--- src/rtl/cordic_vec_arb.sv ---
// cordic_vec_arb
// Round-robin arbiter and sequencer sharing one fully pipelined CORDIC
// vectoring core among N requesters. One request is accepted per cycle;
// its operands are registered onto core_x/core_y. The requester index
// travels alongside the operation through a tag pipeline, and each phase
// result is routed back as a one-cycle one-hot strobe.
//
// Core timing: the core_x/core_y register is the core's input stage.
// core_phase for an operation accepted in cycle T must be valid during
// cycle T+CORE_LAT. It is registered, so the result appears in T+CORE_LAT+1.
//
// Optional feature (macro CORDIC_ARB_QUAD_EN): quadrant fold. Operands
// with x<0 are negated before entering the core. The output is then
// corrected by +/-180 degrees, which gives a full +/-180 degree range.
// Without the macro, operands pass unmodified and results are meaningful
// only for x>0.
//
// Ports:
//   clk, rst          clock, synchronous active-high reset
//   en                grant enable
//   req_valid[N]      request valid per requester
//   req_ready[N]      grant, one-hot or zero (combinational)
//   req_x/req_y       packed operands, requester i at [i*W +: W]
//   core_x/core_y     registered operands to the core (0 on bubbles)
//   core_phase        core result, degrees * 2^16
//   res_valid[N]      one-hot result strobe
//   res_tag           requester index of the current result (holds)
//   res_phase         phase result (holds when no result is valid)
//   busy              any operation in flight or being accepted
module cordic_vec_arb #(
   parameter int N        = 4,
   parameter int W        = 32,
   parameter int CORE_LAT = 16
) (
   input  logic                   clk,
   input  logic                   rst,
   input  logic                   en,
   input  logic [N-1:0]           req_valid,
   output logic [N-1:0]           req_ready,
   input  logic [N*W-1:0]         req_x,
   input  logic [N*W-1:0]         req_y,
   output logic [W-1:0]           core_x,
   output logic [W-1:0]           core_y,
   input  logic [W-1:0]           core_phase,
   output logic [N-1:0]           res_valid,
   output logic [$clog2(N)-1:0]   res_tag,
   output logic [W-1:0]           res_phase,
   output logic                   busy
);

   localparam int IDX_W = $clog2(N);

   // Decode a requester index into a one-hot vector.
   function automatic logic [N-1:0] onehot(input logic [IDX_W-1:0] idx);
      logic [N-1:0] v;
      v = {N{1'b0}};
      for (int i = 0; i < N; i++) begin
         v[i] = (idx == IDX_W'(i));
      end
      return v;
   endfunction

   // (base + off) mod N, for off in 0..N-1.
   function automatic logic [IDX_W-1:0] wrap_idx(input logic [IDX_W-1:0] base, input int off);
      int s;
      s = int'(base) + off;
      s = (s >= N) ? (s - N) : s;
      return IDX_W'(s);
   endfunction

   logic [IDX_W-1:0]  rr_ptr_r;
   logic              grant_any_s;
   logic [IDX_W-1:0]  grant_idx_s;
   logic [W-1:0]      sel_x_s;
   logic [W-1:0]      sel_y_s;
   logic [W-1:0]      drv_x_s;
   logic [W-1:0]      drv_y_s;
   logic [W-1:0]      phase_fix_s;
   // Valid bits run one stage past the idx stages, so busy covers the
   // cycle in which the result is being presented.
   logic [CORE_LAT:0] tag_vld_r;
   logic [IDX_W-1:0]  tag_idx_r [CORE_LAT];
`ifdef CORDIC_ARB_QUAD_EN
   localparam logic [W-1:0] HALF_TURN = W'(32'd11796480);
   logic                fold_s;
   logic                ysgn_s;
   logic [CORE_LAT-1:0] tag_fold_r;
   logic [CORE_LAT-1:0] tag_ysgn_r;
`endif

   // Round-robin grant: the first valid requester at or after rr_ptr, wrapping.
   always_comb begin
      grant_any_s = 1'b0;
      grant_idx_s = {IDX_W{1'b0}};
      for (int k = 0; k < N; k++) begin
         logic hit;
         hit = en && !grant_any_s && req_valid[wrap_idx(rr_ptr_r, k)];
         grant_idx_s = hit ? wrap_idx(rr_ptr_r, k) : grant_idx_s;
         grant_any_s = grant_any_s | hit;
      end
      req_ready = grant_any_s ? onehot(grant_idx_s) : {N{1'b0}};
   end

   // Operand select and optional quadrant fold.
   always_comb begin
      sel_x_s = req_x[grant_idx_s*W +: W];
      sel_y_s = req_y[grant_idx_s*W +: W];
`ifdef CORDIC_ARB_QUAD_EN
      fold_s  = sel_x_s[W-1];
      ysgn_s  = sel_y_s[W-1];
      drv_x_s = fold_s ? -sel_x_s : sel_x_s;
      drv_y_s = fold_s ? -sel_y_s : sel_y_s;
`else
      drv_x_s = sel_x_s;
      drv_y_s = sel_y_s;
`endif
   end

   // Output phase correction. A folded operand sits 180 degrees away from
   // the core's answer; the sign of the original y picks the direction.
   always_comb begin
`ifdef CORDIC_ARB_QUAD_EN
      if (tag_fold_r[CORE_LAT-1]) begin
         phase_fix_s = tag_ysgn_r[CORE_LAT-1] ? (core_phase - HALF_TURN)
                                               : (core_phase + HALF_TURN);
      end else begin
         phase_fix_s = core_phase;
      end
`else
      phase_fix_s = core_phase;
`endif
   end

   // busy covers anything in the tag pipe plus an accept in this cycle.
   always_comb begin
      busy = (|tag_vld_r) | grant_any_s;
   end

   // Core operand register, round-robin pointer, tag pipeline and result register.
   always_ff @(posedge clk) begin
      if (rst) begin
         rr_ptr_r  <= {IDX_W{1'b0}};
         core_x    <= {W{1'b0}};
         core_y    <= {W{1'b0}};
         tag_vld_r <= {(CORE_LAT+1){1'b0}};
         for (int j = 0; j < CORE_LAT; j++) begin
            tag_idx_r[j] <= {IDX_W{1'b0}};
         end
`ifdef CORDIC_ARB_QUAD_EN
         tag_fold_r <= {CORE_LAT{1'b0}};
         tag_ysgn_r <= {CORE_LAT{1'b0}};
`endif
         res_valid <= {N{1'b0}};
         res_tag   <= {IDX_W{1'b0}};
         res_phase <= {W{1'b0}};
      end else begin
         if (grant_any_s) begin
            core_x   <= drv_x_s;
            core_y   <= drv_y_s;
            rr_ptr_r <= wrap_idx(grant_idx_s, 1);
         end else begin
            // Bubbles present zero operands so the core never sees stale data.
            core_x   <= {W{1'b0}};
            core_y   <= {W{1'b0}};
            rr_ptr_r <= rr_ptr_r;
         end

         // The pipe shifts unconditionally; the core cannot stall.
         tag_vld_r    <= {tag_vld_r[CORE_LAT-1:0], grant_any_s};
         tag_idx_r[0] <= grant_idx_s;
         for (int j = 1; j < CORE_LAT; j++) begin
            tag_idx_r[j] <= tag_idx_r[j-1];
         end
`ifdef CORDIC_ARB_QUAD_EN
         tag_fold_r <= {tag_fold_r[CORE_LAT-2:0], fold_s};
         tag_ysgn_r <= {tag_ysgn_r[CORE_LAT-2:0], ysgn_s};
`endif

         if (tag_vld_r[CORE_LAT-1]) begin
            res_valid <= onehot(tag_idx_r[CORE_LAT-1]);
            res_tag   <= tag_idx_r[CORE_LAT-1];
            res_phase <= phase_fix_s;
         end else begin
            res_valid <= {N{1'b0}};
            res_tag   <= res_tag;
            res_phase <= res_phase;
         end
      end
   end

endmodule

--- config.mk ---
export PLATFORM = sky130hd
export DESIGN_NAME = cordic_vec_arb
export DESIGN_NICKNAME = d
export VERILOG_FILES = /design/src/rtl/cordic_vec_arb.sv
export SDC_FILE = /design/constraint.sdc
export NUM_CORES = 1
export LEC_CHECK = 0
export ABC_AREA = 1
export BUFFER_PORTS_ARGS = -buffer_cell sky130_fd_sc_hd__buf_2
export CAP_MARGIN = 40
export CORE_AREA = 2 2 157 159
export DETAILED_ROUTE_END_ITERATION = 6
export DIE_AREA = 0 0 159 161
export HOLD_SLACK_MARGIN = 0.05
export PLACE_DENSITY = 0.6
export SYNTH_ARGS = -nofsm -noshare
export SYNTH_HDL_FRONTEND = slang
export SYNTH_SLANG_ARGS = --single-unit
--- constraint.sdc ---
create_clock -name clk -period 1.9 [get_ports clk]
set_clock_uncertainty 0.2 [all_clocks]
set_input_delay 0.095 -clock clk [delete_from_list [all_inputs] [get_ports clk]]
set_output_delay 0.095 -clock clk [all_outputs]
set_load 0.01 [all_outputs]
==> results.py <==
metrics = {
    "sta": {
        "slew_headroom": 0.666,
        "setup_viol": 73,
        "fin_hold_ws_ns": 0.194,
        "hold_viol": 0,
        "tightest_slew_ns": 0.501,
        "rsz0062_at_grt": "true",
        "layout_setup_ws_ns": -0.631,
        "fin_crit_sh": 1.33,
        "fmax_ghz": 0.395,
        "slew_violations": 0,
        "period_minus_slack_ns": 2.53,
    },
    "worst_setup_path": {
        "worstPathRequired_ns": 2.03,
        "startpoint": "rr_ptr_r[0]",
        "arrival_ns": 2.67,
        "crit_fanout": 11,
        "cp-start-kind": "flop",
        "rr_startpoint": "rr_ptr_r[0]",
        "end_kind": "flop",
        "reg2reg_depth": 16,
        "path_class": "reg -> reg",
        "reg2reg_setup_slack_ns": -0.63,
    },
    "detailed_routing": {
        "wl_um": 44400,
        "top_layer": "met5",
        "drt_pass1_iterations": 7,
        "wire_per_inst_um": 19.6,
        "vias": 11800,
        "ant_nets": 0,
        "viasPerCell": 5.22,
        "drt_iter0_markers": 1280,
        "route.met2.wl_um": 20600,
        "drc": 45,
        "wl_met1_um": 15100,
        "dr_wl_met3_um": 4810,
    },
    "finish": {
        "final-instance-count-excl-fill": 2269,
        "areaGrowthSynthToFinish_pct": 103,
        "drive_gt1_frac": 0.385,
        "multi_input_area_sq_um": 4170,
        "num-nets-final": 2225,
        "fill_cells": 1831,
        "seqCellArea_sq_um": 3070,
        "utilization": 0.659,
    },
    "floorplan": {
        "die_y_um": 161,
        "die_area_sq_um": 25600,
        "start_util": 0.325,
        "die_x_um": 159,
        "core_sq_um": 24000,
        "fp-row-count": 57,
        "io_pins": 402,
    },
    "placed_design": {
        "io_buffers": 401,
        "hpwl_um": 22700,
        "dp.cells": 1881,
        "gp_congestion": 0.925,
        "pre_cts_slack_ns": -0.421,
    },
    "power_and_ir_drop": {
        "p_clk_frac": 0.176,
        "intPower_w": 0.0118,
        "sequentialPowerShare": 0.187,
        "switching_share": 0.442,
        "vdd_drop_max_uv": 800,
        "power.switching_w": 0.00932,
        "power.total_w": 0.0211,
        "power_density_nw_per_um2": 1340,
        "comb_power_share": 0.637,
        "power_leakage_nw": 8.26,
    },
    "worst_hold_path": {
        "worstHoldPathCells": 2,
        "hp-start": "tag_idx_r[12][0]",
        "hold_class": "reg -> reg",
    },
    "clocking": {
        "cts_sinks": 153,
        "cts_root_buffer": "clkbuf_16",
        "cts_tree": "built",
        "cts_buffers": 17,
        "htree_levels": 4,
        "clkLatencyLatePin_ns": 0.42,
        "clk_path_buf_depth": 2,
        "clk_pin_slew_worst_paths_ns": 0.09,
    },
    "job": {
        "maxCapViolations": 0,
    },
    "grt": {
        "grt-ovfl-total": 0,
        "grt_max_degree": 52,
        "track_usage": 0.304,
        "grt_pass1_wl_um": 61300,
        "grt_pass1_vias": 11700,
        "antenna_found_initial": 4,
    },
    "synth": {
        "ys.warnings.count": 0,
        "synth.distinct_cells": 28,
        "syn_area_sq_um": 7780,
        "syn_inst": 1184,
        "synth.top_cell.area_share": 0.394,
        "synth_seq_cells": 153,
        "post_synth.cell_area_avg_sq_um": 6.57,
        "ys_seq_area_frac": 0.394,
        "synth_top_area_cell": "dfxtp_1",
        "synthTopCellsByArea": "dfxtp_1 (39%), nand3_1 (17%), nand2_1 (11%)",
        "synthesis.nets": 1479,
    },
    "outcome": {
        "status": "finished, violations left",
        "violations": "design-rule violations, negative setup slack",
    },
}
[cells in the mapped netlist (all sizes together)]
library cell  count
a21oi            65
inv             193
dfxtp           153
nand4             6
a31oi             1
a211oi            1
clkinv            2
clkbuf           17
o21bai            1
nor4              1
nand3           268
buf              71
o21ai            37
nor3              6
nor2            121
nand2           241
[power groups by stage]
stage | combinational, W | clock, W | sequential [W]
6_report | 0.0134 | 0.00372 | 0.00394
5_1_grt | 0.0141 | 0.00393 | 0.00397
2_1_floorplan | 0.00519 | 0 | 0.00413
4_1_cts | 0.0106 | 0.00380 | 0.00390
3_3_place_gp | 0.00820 | 0 | 0.00396
3_5_place_dp | 0.00824 | 0 | 0.00395
[critical path, stage by stage, from the launching register on]
cell and delay (ns):
dfxtp_4 0.43, buf_6 0.12, nand2_2 0.05, nand2_2 0.09, nand2_2 0.07, nand2_4 0.11, nand4_4 0.11, nor2_4 0.18
buf_6 0.13, nand2_4 0.06, nand2_4 0.08, buf_4 0.12, buf_12 0.13, buf_12 0.11, clkbuf_16 0.16, nand2_1 0.07
a21oi_1 0.21
[area by class of cell]
class / count / share of cell area
Clock buffer: 17 / 0.0270
Sequential cell: 153 / 0.195
Timing Repair inverter: 1 / 0.000396
Antenna cell: 2 / 0.000317
Tap cell: 324 / 0.0257
Multi-Input combinational cell: 748 / 0.264
Inverter: 195 / 0.0473
Timing Repair Buffer: 814 / 0.426
Clock inverter: 15 / 0.0144
[state kept, by name, summed over array words and instances (netlist names)]
signal / flops
res_tag: 2
tag_vld_r: 17
core_y: 32
rr_ptr_r: 2
res_valid: 4
res_phase: 32
core_x: 32
tag_idx_r: 32
[cell usage in the layout (no fill, tap or decap), drive strengths merged]
cell / n
nand3: 268
nand4: 6
diode: 2
dlygate4sd3: 289
a21oi: 65
clkinv: 8
bufbuf: 3
a211oi: 1
o21ai: 37
inv: 201
a31oi: 1
nor4: 1
dfxtp: 153
bufinv: 2
clkbuf: 28
nor3: 6
nor2: 121
buf: 511
o21bai: 1
nand2: 241
[repair_timing]
item,in CTS,in global routing
cloned,11,15
resized for setup,90,164
endpoints found under the setup margin,74,74
hold buffers,289,0
buffers inserted,25,16
endpoints found under the hold margin,143,0
pin swaps,33,47
[path summary, 6_finish.rpt]
path	end
setup reg to reg	core_x[5]
setup / recovery	core_x[5]
hold / removal	tag_idx_r[13][0]
hold reg to reg	tag_idx_r[13][0]
[per-stage QoR]
step / TNS, ns / instance area, sq um
2_1_floorplan: -1.80 / 7860
3_3_place_gp: -18.83 / 10400
3_5_place_dp: -22.23 / 10400
4_1_cts: -34.28 / 14800
5_1_grt: -40.54 / 15800
6_report: -33.54 / 15800
[per-layer routing]
metal  vias up  track usage
li1       5207            -
met1      5295        0.317
met2       984        0.531
met3       344       0.0865
met4         4        0.210
met5         -            0
[logic make-up after synthesis]
family | count (synthesis) | synth area share
buffers and inverters | 283 | 0.168
AOI/OAI and AO/OA | 105 | 0.0737
DFF | 153 | 0.394
and+or+nand+nor | 643 | 0.365
No activity file was read; power rests on OpenSTA's default activity.
